### src/rtl/rc6_pkg.sv
// rc6_pkg -- shared definitions for the iterative RC6 block cipher.
//   WORD_W      : RC6 word width (32)
//   ROUNDS_DEF  : default round count (20)
//   key_words() : expanded key table size, 2*R+4 words
//   state_t     : controller states
//   bswap32, rotl32, rotr32 : word helpers (rotations use the low 5 bits)
package rc6_pkg;

  localparam int WORD_W     = 32;
  localparam int ROUNDS_DEF = 20;

  typedef enum logic [1:0] {
    IDLE = 2'd0,
    RUN  = 2'd1,
    DONE = 2'd2
  } state_t;

  function automatic int key_words(input int rounds);
    return 2 * rounds + 4;
  endfunction

  // RC6 words are little-endian; the external bus is big-endian by byte.
  function automatic logic [WORD_W-1:0] bswap32(input logic [WORD_W-1:0] x);
    return {x[7:0], x[15:8], x[23:16], x[31:24]};
  endfunction

  function automatic logic [WORD_W-1:0] rotl32(input logic [WORD_W-1:0] x,
                                                input logic [4:0]        n);
    logic [2*WORD_W-1:0] t;
    t = {x, x} << n;
    return t[2*WORD_W-1:WORD_W];
  endfunction

  function automatic logic [WORD_W-1:0] rotr32(input logic [WORD_W-1:0] x,
                                                input logic [4:0]        n);
    logic [2*WORD_W-1:0] t;
    t = {x, x} >> n;
    return t[WORD_W-1:0];
  endfunction

endpackage

### src/rtl/rc6_round.sv
// rc6_round -- one combinational RC6 round.
//   a,b,c,d          : current state words
//   s_lo, s_hi       : round keys S[2i], S[2i+1]
//   dec              : select inverse round (only with RC6_DECRYPT_EN)
//   a_nx..d_nx       : state words after the round (rotation included)
// Build option: RC6_DECRYPT_EN adds the inverse round and the dec input.
module rc6_round
  import rc6_pkg::*;
(
  input  logic [WORD_W-1:0] a,
  input  logic [WORD_W-1:0] b,
  input  logic [WORD_W-1:0] c,
  input  logic [WORD_W-1:0] d,
  input  logic [WORD_W-1:0] s_lo,
  input  logic [WORD_W-1:0] s_hi,
`ifdef RC6_DECRYPT_EN
  input  logic              dec,
`endif
  output logic [WORD_W-1:0] a_nx,
  output logic [WORD_W-1:0] b_nx,
  output logic [WORD_W-1:0] c_nx,
  output logic [WORD_W-1:0] d_nx
);

  // f(x) = (x * (2x + 1)) <<< lg(w)
  function automatic logic [WORD_W-1:0] mix(input logic [WORD_W-1:0] x);
    logic [WORD_W-1:0] p;
    p = x * ((x << 1) + WORD_W'(1));
    return rotl32(p, 5'd5);
  endfunction

  logic [WORD_W-1:0] t_f, u_f;

  always_comb begin
    t_f  = mix(b);
    u_f  = mix(d);
    a_nx = b;
    b_nx = rotl32(c ^ u_f, t_f[4:0]) + s_hi;
    c_nx = d;
    d_nx = rotl32(a ^ t_f, u_f[4:0]) + s_lo;
`ifdef RC6_DECRYPT_EN
    // Inverse: undo the word rotation first, so t/u come from old A and old C.
    if (dec) begin
      t_f  = mix(a);
      u_f  = mix(c);
      a_nx = rotr32(d - s_lo, u_f[4:0]) ^ t_f;
      b_nx = a;
      c_nx = rotr32(b - s_hi, t_f[4:0]) ^ u_f;
      d_nx = c;
    end
`endif
  end

endmodule

### src/rtl/rc6_cipher_iter.sv
// rc6_cipher_iter -- iterative RC6 block cipher, one round per clock.
//   i_clk, i_rst      : clock, asynchronous active-high reset
//   i_exkey           : expanded key table, S[0] in the top 32 bits
//   i_key_ok          : key table valid; dropping it aborts a running block
//   i_valid/o_ready   : input block handshake (i_din, i_dec)
//   o_valid/i_ready   : result handshake (o_dout)
//   o_abort           : one-cycle pulse when a running block is dropped
// Build option: RC6_DECRYPT_EN enables decryption via i_dec; otherwise
// i_dec is ignored and every block is encrypted.
//
// state | meaning
// IDLE  | waiting for a block (o_ready when keys are valid)
// RUN   | one round per cycle, counter counts R..1
// DONE  | o_dout/o_valid held until i_ready
module rc6_cipher_iter
  import rc6_pkg::*;
#(
  parameter int ROUNDS = ROUNDS_DEF
) (
  input  logic                                i_clk,
  input  logic                                i_rst,
  input  logic [WORD_W*(2*ROUNDS+4)-1:0]      i_exkey,
  input  logic                                i_key_ok,
  input  logic                                i_valid,
  input  logic                                i_dec,
  input  logic [127:0]                        i_din,
  output logic                                o_ready,
  output logic                                o_valid,
  input  logic                                i_ready,
  output logic [127:0]                        o_dout,
  output logic                                o_abort
);

  localparam int KEY_W = WORD_W * key_words(ROUNDS);
  localparam int CW    = $clog2(ROUNDS + 1);
  localparam int LAST  = 2 * ROUNDS + 2;

  state_t            state_q, state_d;
  logic [CW-1:0]     rnd_cnt;
  logic [WORD_W-1:0] a_q, b_q, c_q, d_q;
  logic [WORD_W-1:0] s_w0, s_w1, s_wa, s_wc, s_lo, s_hi;
  logic [WORD_W-1:0] in_a, in_b, in_c, in_d;
  logic [WORD_W-1:0] pre_a, pre_b, pre_c, pre_d;
  logic [WORD_W-1:0] rn_a, rn_b, rn_c, rn_d;
  logic [WORD_W-1:0] post_a, post_b, post_c, post_d;
  logic              accept, last_rnd;
  int                ri;
`ifdef RC6_DECRYPT_EN
  logic              dec_q;
`endif

  assign o_ready  = (state_q == IDLE) && i_key_ok;
  assign o_valid  = (state_q == DONE);
  assign accept   = i_valid && o_ready;
  assign last_rnd = (rnd_cnt == CW'(1));

  // Whitening keys sit at fixed table positions.
  assign s_w0 = i_exkey[KEY_W-1 -: WORD_W];
  assign s_w1 = i_exkey[KEY_W-1-WORD_W -: WORD_W];
  assign s_wa = i_exkey[KEY_W-1-WORD_W*LAST -: WORD_W];
  assign s_wc = i_exkey[KEY_W-1-WORD_W*(LAST+1) -: WORD_W];

  assign in_a = bswap32(i_din[127:96]);
  assign in_b = bswap32(i_din[95:64]);
  assign in_c = bswap32(i_din[63:32]);
  assign in_d = bswap32(i_din[31:0]);

  // Round index from the down-counter: enc walks 1..R, dec walks R..1.
  always_comb begin
    ri = ROUNDS + 1 - int'(rnd_cnt);
`ifdef RC6_DECRYPT_EN
    if (dec_q) ri = int'(rnd_cnt);
`endif
    s_lo = i_exkey[KEY_W-1-WORD_W*(2*ri) -: WORD_W];
    s_hi = i_exkey[KEY_W-1-WORD_W*(2*ri+1) -: WORD_W];
  end

  rc6_round u_round (
    .a    (a_q),
    .b    (b_q),
    .c    (c_q),
    .d    (d_q),
    .s_lo (s_lo),
    .s_hi (s_hi),
`ifdef RC6_DECRYPT_EN
    .dec  (dec_q),
`endif
    .a_nx (rn_a),
    .b_nx (rn_b),
    .c_nx (rn_c),
    .d_nx (rn_d)
  );

  always_comb begin
    pre_a  = in_a;
    pre_b  = in_b + s_w0;
    pre_c  = in_c;
    pre_d  = in_d + s_w1;
    post_a = rn_a + s_wa;
    post_b = rn_b;
    post_c = rn_c + s_wc;
    post_d = rn_d;
`ifdef RC6_DECRYPT_EN
    if (i_dec) begin
      pre_a = in_a - s_wa;
      pre_b = in_b;
      pre_c = in_c - s_wc;
      pre_d = in_d;
    end
    if (dec_q) begin
      post_a = rn_a;
      post_b = rn_b - s_w0;
      post_c = rn_c;
      post_d = rn_d - s_w1;
    end
`endif
  end

  always_ff @(posedge i_clk or posedge i_rst) begin
    if (i_rst) state_q <= IDLE;
    else       state_q <= state_d;
  end

  always_comb begin
    state_d = state_q;
    case (state_q)
      IDLE:    if (accept) state_d = RUN;
      RUN:     if (!i_key_ok) state_d = IDLE;
               else if (last_rnd) state_d = DONE;
      DONE:    if (i_ready) state_d = IDLE;
      default: state_d = IDLE;
    endcase
  end

  always_ff @(posedge i_clk or posedge i_rst) begin
    if (i_rst) begin
      rnd_cnt <= '0;
      a_q     <= '0;
      b_q     <= '0;
      c_q     <= '0;
      d_q     <= '0;
      o_dout  <= '0;
      o_abort <= 1'b0;
`ifdef RC6_DECRYPT_EN
      dec_q   <= 1'b0;
`endif
    end else begin
      o_abort <= 1'b0;
      if (state_q == IDLE && accept) begin
        a_q     <= pre_a;
        b_q     <= pre_b;
        c_q     <= pre_c;
        d_q     <= pre_d;
        rnd_cnt <= CW'(ROUNDS);
`ifdef RC6_DECRYPT_EN
        dec_q   <= i_dec;
`endif
      end else if (state_q == RUN) begin
        if (!i_key_ok) begin
          // Keys changed under us: the partial block is meaningless.
          o_abort <= 1'b1;
          rnd_cnt <= '0;
        end else begin
          a_q     <= rn_a;
          b_q     <= rn_b;
          c_q     <= rn_c;
          d_q     <= rn_d;
          rnd_cnt <= rnd_cnt - CW'(1);
          if (last_rnd)
            o_dout <= {bswap32(post_a), bswap32(post_b),
                       bswap32(post_c), bswap32(post_d)};
        end
      end
    end
  end

endmodule

### config.mk
export PLATFORM = sky130hd
export DESIGN_NAME = rc6_cipher_iter
export DESIGN_NICKNAME = d
export VERILOG_FILES = /design/src/rtl/rc6_pkg.sv /design/src/rtl/rc6_round.sv /design/src/rtl/rc6_cipher_iter.sv
export SDC_FILE = /design/constraint.sdc
export NUM_CORES = 2
export LEC_CHECK = 0
export ABC_AREA = 1
export BUFFER_PORTS_ARGS = -buffer_cell sky130_fd_sc_hd__buf_2
export CAP_MARGIN = 30
export CORE_AREA = 8 8 648 650
export DETAILED_ROUTE_END_ITERATION = 10
export DIE_AREA = 0 0 656 658
export GPL_TIMING_DRIVEN = 0
export PLACE_DENSITY_LB_ADDON = 0.05
export SETUP_SLACK_MARGIN = 0.15
export SYNTH_ARGS = -nofsm -noshare
export SYNTH_HDL_FRONTEND = slang
export SYNTH_SLANG_ARGS = --single-unit
### constraint.sdc
create_clock -name i_clk -period 9.8 [get_ports i_clk]
set_input_delay 0.49 -clock i_clk [delete_from_list [all_inputs] [get_ports i_clk]]
set_output_delay 0.49 -clock i_clk [all_outputs]
set_load 0.02 [all_outputs]
# ---- Word-level counts from Yosys, hierarchy flattened
# Cells that the tools add are included.
dict set report word_totals {
  ff_bits 264
  out_inout_bits 131
}
dict set report classes {
  addsub 13
  n_eq_ne 6
  n_bitwise 3
  n_reduce_logical 9
  mux 23
  mul 2
  n_shift 4
}
# op n
set op_table {}
lappend op_table {{$shiftx A1439 B13 Y32} 1}
lappend op_table {{$shiftx A1439 B14 Y32} 1}
lappend op_table {{$mux W32} 12}
lappend op_table {{$add A32 B32 Y32} 6}
lappend op_table {{$shl A64 B5 Y64} 2}
lappend op_table {{$add A32 B1 Y32 const B} 2}
lappend op_table {{$mul A32 B32 Y32} 2}
lappend op_table {{$xor A32 B32 Y32} 2}
lappend op_table {{$mux W5} 3}
lappend op_table {{$sub A12 B13 Y14 const A} 1}
lappend op_table {{$sub A12 B12 Y13 const A} 1}
lappend op_table {{$add A7 B2 Y8 const B} 1}
lappend op_table {{$mux W2} 4}
lappend op_table {{$pmux W2 S3} 1}
lappend op_table {{$sub A5 B5 Y6 const A} 1}
lappend op_table {{$eq A5 B1 Y1 const B} 1}
lappend op_table {{$sub A5 B1 Y5 const B} 1}
lappend op_table {{$reduce_and A4 Y1} 1}
lappend op_table {{$reduce_bool A2 Y1} 2}
lappend op_table {{$logic_and A1 B1 Y1} 3}
lappend op_table {{$mux W1} 3}
lappend op_table {{$ne A3 B3 Y1 const B} 1}
lappend op_table {{$reduce_and A3 Y1} 1}
lappend op_table {{$eq A2 B1 Y1 const B} 1}
lappend op_table {{other kinds (6)} 6}

# ---- Longest topological paths before layout
dict set report depth {
  word_depth 8
  ltp_mapped 62
  ltp_nobuf 59
}

# ---- Hierarchy
# From an unflattened synthesis, not the netlist that was laid out.
dict set report unflattened {
  cells_unflattened 10624
  area_unflattened_um2 68171.6
}
# module cells_each instances area_per_inst_um2
set by_module_without_submodules {}
lappend by_module_without_submodules {rc6_round 4936 1 36448.7}
lappend by_module_without_submodules {rc6_cipher_iter 5688 1 31722.9}

# ---- Worst setup path before layout
# No wires, ideal clock.
dict set report synth_path {
  path_kind {reg2reg}
  from {register d_q[10]}
  to {register d_q[24]}
  required_ps 9682
  path_stages_with_launch 54
  arrival_time_ps 9945
  synth_period_minus_slack_ps 10063
  n_path_buf 4
  path_slack_ps -263
  path_cell_list {dfrtp_1 -> clkbuf_1 -> clkbuf_1 -> nand2_1 -> fa_1 -> inv_1 -> fa_1 -> fa_1 -> inv_1 -> fa_1 -> inv_1 -> fa_1 -> inv_1 -> fa_1 -> inv_1 -> fa_1 -> fa_1 -> ha_1 -> [18 not listed] -> ha_1 -> fa_1 -> nand3_1 -> nand2_1 -> a21oi_2 -> o21ai_2 -> a21boi_1 -> o21ai_2 -> a21boi_1 -> o21ai_0 -> a21boi_1 -> o21ai_2 -> a21boi_2 -> o21ai_0 -> nand2_1 -> nand3_1 -> nand3_1 -> nand2_1}
}
dict set report synth_via {
  elab_chain_cells 7
}
# item line_no
set synth_lines {}
lappend synth_lines {{from (decl)} rc6_cipher_iter.sv:40} ;# logic [WORD_W-1:0] a_q, b_q, c_q, d_q;
lappend synth_lines {{from (signal assigned)} rc6_cipher_iter.sv:153} ;# d_q <= pre_d;
lappend synth_lines {{from (signal assigned)} rc6_cipher_iter.sv:167} ;# d_q <= rn_d;
lappend synth_lines {{$add A32 B1 Y32} rc6_round.sv:28} ;# p = x * ((x << 1) + WORD_W'(1));
lappend synth_lines {{$mul A32 B32 Y32 (*)} rc6_round.sv:28}
lappend synth_lines {{$shl A64 B5 Y64 (*)} rc6_pkg.sv:30} ;# t = {x, x} << n;
lappend synth_lines {{$add A32 B32 Y32 (*)} rc6_round.sv:40} ;# d_nx = rotl32(a ^ t_f, u_f[4:0]) + s_lo;
lappend synth_lines {{$mux W32 (*)} rc6_cipher_iter.sv:159} ;# if (!i_key_ok) begin
lappend synth_lines {{$mux W32 (*)} rc6_cipher_iter.sv:158} ;# end else if (state_q == RUN) begin
lappend synth_lines {{$mux W32 (*)} rc6_cipher_iter.sv:149} ;# if (state_q == IDLE && accept) begin
# Mark *: on every way between the ends. The rest lies on a longest branch, timed or not. The select of a mux whose other input is x is not followed.
# A chain may end at the register's enable or synchronous reset.

# ---- Worst setup path after layout
dict set report layout_path {
  from {register rnd_cnt[1]}
  to {register b_q[26]}
}
dict set report layout_via {
  elab_chain_cells 8
}
# item line_no
set layout_lines {}
lappend layout_lines {{from (decl)} rc6_cipher_iter.sv:39} ;# logic [CW-1:0] rnd_cnt;
lappend layout_lines {{from (signal assigned)} rc6_cipher_iter.sv:154} ;# rnd_cnt <= CW'(ROUNDS);
lappend layout_lines {{from (signal assigned)} rc6_cipher_iter.sv:168} ;# rnd_cnt <= rnd_cnt - CW'(1);
lappend layout_lines {{$sub A5 B5 Y6} rc6_cipher_iter.sv:70} ;# ri = ROUNDS + 1 - int'(rnd_cnt);
lappend layout_lines {{$add A7 B2 Y8} rc6_cipher_iter.sv:75} ;# s_hi = i_exkey[KEY_W-1-WORD_W*(2*ri+1) -: WORD_W];
lappend layout_lines {{$sub A12 B13 Y14} rc6_cipher_iter.sv:75}
lappend layout_lines {{$shiftx A1439 B14 Y32} rc6_cipher_iter.sv:75}
lappend layout_lines {{$add A32 B32 Y32} rc6_round.sv:38} ;# b_nx = rotl32(c ^ u_f, t_f[4:0]) + s_hi;
lappend layout_lines {{$mux W32} rc6_cipher_iter.sv:159}
lappend layout_lines {{$mux W32} rc6_cipher_iter.sv:158}
lappend layout_lines {{$mux W32} rc6_cipher_iter.sv:149}
lappend layout_lines {{to (signal assigned)} rc6_cipher_iter.sv:151} ;# b_q <= pre_b;
lappend layout_lines {{to (signal assigned)} rc6_cipher_iter.sv:165} ;# b_q <= rn_b;
lappend layout_lines {{to (decl)} rc6_cipher_iter.sv:40}
# Every way passes these cells. The select of a mux whose other input is x is not followed.

==> impl_metrics.py <==
metrics = {
    "final_layout": {
        "drive_gt1_share_pct": 31.00,
        "design_area_sq_um": 94840,
        "final_nets": 14328,
        "flow.area_growth_from_synthesis_pct": 48.90,
        "nFillCells": 46718,
    },
    "sta": {
        "setup_viol": 104,
        "slew_headroom_pct": 5.453,
        "fin_worst_skew_ns": 0.04362,
        "finalWorstSetupSlack_ns": -1.291,
        "rsz0062_at_grt": "true",
        "fin_crit_ns": 11.09,
        "fmax_mhz": 90.17,
        "finalHoldViolCount": 0,
        "tightest_slew_ns": 1.418,
        "post-route-period-util_pct": 113.2,
        "slew_violations": 0,
    },
    "run_status": {
        "status": "complete, but fails checks",
        "failed_checks": "negative setup slack",
    },
    "worst_setup_path": {
        "cp_slowest_cell": "a21oi_1",
        "critPathMaxFanout": 10,
        "crit_arrival_ns": 11.57,
        "worstPathRequired_ns": 10.28,
        "crit_type": "reg2reg",
        "start_kind": "register",
        "cpPeakStageDelay_ns": 0.93,
        "worst_setup_path_end_kind": "register",
    },
    "floorplan": {
        "start_util_pct": 15.58,
        "pin_count": 1673,
        "die_width_um": 656,
        "core_region_area_sq_um": 408700,
        "rows": 235,
        "die_y_um": 658,
        "dieArea_sq_um": 431600,
    },
    "routing": {
        "drc_errors": 0,
        "via_per_inst": 5.135,
        "wl_per_cell_um": 50.99,
        "routed_wl_mm": 896.0,
        "dr.pass1.iters": 8,
        "vias": 90227,
        "drt_iter0_markers": 11220,
        "ant_nets": 0,
    },
    "synth": {
        "synth-main-ff-cell": "dfrtp_1",
        "synth.largest_area_cell": "fa_1",
        "yosysTopAreaCellShare_pct": 23.13,
        "synth_cell_types": 76,
        "synthArstFlopShare_pct": 100.0,
        "synth_edf_count": 0,
        "synth_cells": 9248,
        "syn_nets": 11979,
        "netlist_area_sq_um": 63690,
        "synth.avg_cell_area_sq_um": 6.887,
        "ys_top_cells_by_area": "fa_1 23%, nand2_1 13%, dfrtp_1 10%",
        "yosysSeqAreaShare_pct": 10.37,
        "ys_seq_elements": 264,
        "synth_warnings": 0,
    },
    "grt": {
        "grt_max_degree": 101,
        "grt_usage_pct": 39.93,
        "grt_first_pass_wirelength_mm": 1089,
        "grt_pass1_vias": 85136,
        "antenna_found_initial": 726,
        "gr-total-overflow": 0,
    },
    "clock_network": {
        "clkSinkCount": 264,
        "cts-buffers-inserted": 39,
        "htreeDepth": 2,
        "cts_tree": "done",
        "clockBufferDepth": 3,
        "clk_latency_ns": 0.67,
        "root_buffer": "clkbuf_16",
        "path_clk_slew_ns": 0.06,
    },
    "placement": {
        "place_area_sq_um": 82800,
        "gp_congestion": 1.076,
        "dpl.hpwl_mm": 781.1,
        "io_buffers": 1671,
    },
    "job": {
        "drv_cap": 0,
    },
    "worst_hold_path": {
        "hold_class": "in2reg",
    },
}
cell families (layout without fill, tap and decap cells):
kind of cell	count (synthesis)	count (layout)	share of synthesized area [%]
AOI/OAI and AO/OA	1996	1996	18.70
xor gates and xnor gates	284	284	3.952
adders and majority gates	1189	1189	32.03
buffers and inverters	1966	4345	11.98
DFF	264	264	10.37
muxes	16	16	0.2514
other	0	493	0
and+or+nand+nor	3533	3533	22.71
synthesized netlist by cell type (8+ instances only):
| library cell | count |
|---|---|
| nand2_1 | 2133 |
| inv_1 | 1439 |
| o21ai_0 | 760 |
| fa_1 | 736 |
| nor2_1 | 733 |
| a21oi_1 | 483 |
| ha_1 | 453 |
| nand3_1 | 429 |
| clkbuf_1 | 353 |
| dfrtp_1 | 264 |
| xor2_1 | 171 |
| xnor2_1 | 109 |
| o221ai_1 | 108 |
| o21ai_1 | 107 |
| o22ai_1 | 90 |
| o211ai_1 | 78 |
| buf_2 | 60 |
| a31oi_1 | 55 |
| nor3_1 | 51 |
| buf_1 | 50 |
| or2_2 | 41 |
| a22o_1 | 36 |
| a221oi_1 | 34 |
| o21ai_2 | 34 |
| nand4_1 | 32 |
| inv_2 | 27 |
| nand2_2 | 26 |
| o2111ai_1 | 24 |
| or2_1 | 24 |
| nor4_1 | 20 |
| o21bai_1 | 20 |
| a211oi_1 | 19 |
| buf_4 | 19 |
| o311ai_0 | 18 |
| a21boi_1 | 17 |
| mux2i_1 | 16 |
| a21oi_2 | 15 |
| nand3_2 | 15 |
| a21o_1 | 13 |
| a32o_1 | 12 |
| a311oi_1 | 11 |
| buf_6 | 10 |
| o31ai_1 | 10 |
| o21a_1 | 8 |
sequential cells by signal, summed over array words and instances, names as in the netlist:
register	count
a_q	32
b_q	32
c_q	32
d_q	32
o_abort	1
o_dout	128
rnd_cnt	5
state_q	2
final timing paths:
kind	start	cells past startpoint	endpoint	slack (ns)
max in group asynchronous	i_rst	5	b_q[24]$_DFFE_PP0P_	7.56
setup reg to reg	rnd_cnt[1]$_DFFE_PP0P_	34	b_q[26]$_DFFE_PP0P_	-1.29
hold reg to reg	o_dout[9]$_DFFE_PP0P_	2	o_dout[9]$_DFFE_PP0P_	0.48
setup / recovery	rnd_cnt[1]$_DFFE_PP0P_	34	b_q[26]$_DFFE_PP0P_	-1.29
hold / removal	i_din[127]	3	a_q[7]$_DFFE_PP0P_	0.11
min in group asynchronous	i_rst	3	o_dout[54]$_DFFE_PP0P_	0.51
per-layer routing:
layer	track usage [%]	up-vias	wire length [um]
li1	-	35175	-
met1	48.23	46092	363900
met2	60.05	6508	385000
met3	12.81	2368	72930
met4	27.84	84	73570
met5	0.02216	-	614
metrics by stage:
step                hold WS, ns  util [%]  setup TNS [ns]  cells  setup WS [ns]
floorplan                0.4715         -               0   9248         0.1612
global placement         0.4683     19.35        -1359.64  16370         -4.773
detailed placement       0.4688     20.26         -378.13  16603         -4.151
CTS                     0.06446     22.41          -44.23  16984        -0.8830
global route             0.1099     23.04          -80.02  17296         -1.328
finish                   0.1064     23.20          -69.18  17571         -1.291
timing repair:
action / CTS / global route
hold endpoints to repair: 19 / 0
resized for setup: 1201 / 246
hold buffers: 1 / 0
cloned: 7 / 0
pin swaps: 306 / 160
setup endpoints to repair: 128 / 116
buffers inserted: 302 / 54
critical path, delay by kind of cell, from the launching register on:
family | cells | cell delay (ns)
compound gates | 15 | 3.62
simple gates | 4 | 0.69
buf+inv | 13 | 5.49
fa+ha+maj | 2 | 0.50
flops | 1 | 0.39
layout make-up:
cell class	instances	area (sq um)	area share [%]
Clock inverter	16	167.7	0.1768
Clock buffer	55	1137	1.199
Tap cell	5451	6820	7.192
Buffer	496	3890	4.102
Timing Repair Buffer	2308	15690	16.54
Sequential cell	264	6729	7.095
Antenna cell	493	1234	1.301
Inverter	1470	5572	5.875
Multi-Input combinational cell	7018	53600	56.52
cells in the final DEF (no fill, tap or decap), types with 36 or more instances in the layout:
master | synthesis | routed
nor3_1 | 51 | 45
buf_16 | 0 | 41
buf_6 | 10 | 64
clkbuf_16 | 0 | 74
nand2_1 | 2133 | 1997
buf_4 | 19 | 373
ha_4 | 0 | 37
nand2_2 | 26 | 119
diode_2 | 0 | 493
o21ai_0 | 760 | 677
dfrtp_1 | 264 | 212
o21ai_2 | 34 | 104
a22o_1 | 36 | 36
o221ai_1 | 108 | 101
fa_2 | 0 | 65
a21oi_1 | 483 | 441
ha_1 | 453 | 404
buf_2 | 60 | 1724
fa_1 | 736 | 671
a31oi_1 | 55 | 43
or2_2 | 41 | 38
clkbuf_1 | 353 | 175
nand3_1 | 429 | 357
clkbuf_2 | 1 | 122
xnor2_1 | 109 | 91
o211ai_1 | 78 | 78
o21ai_4 | 1 | 36
nor2_1 | 733 | 710
o22ai_1 | 90 | 86
inv_2 | 27 | 79
buf_12 | 0 | 82
nand3_2 | 15 | 59
o21ai_1 | 107 | 85
nand2_4 | 5 | 44
buf_8 | 0 | 126
inv_1 | 1439 | 1374
xor2_1 | 171 | 146
Power is not shown: default switching activity piles up to over one toggle a cycle in this logic, so the estimate is an artifact.
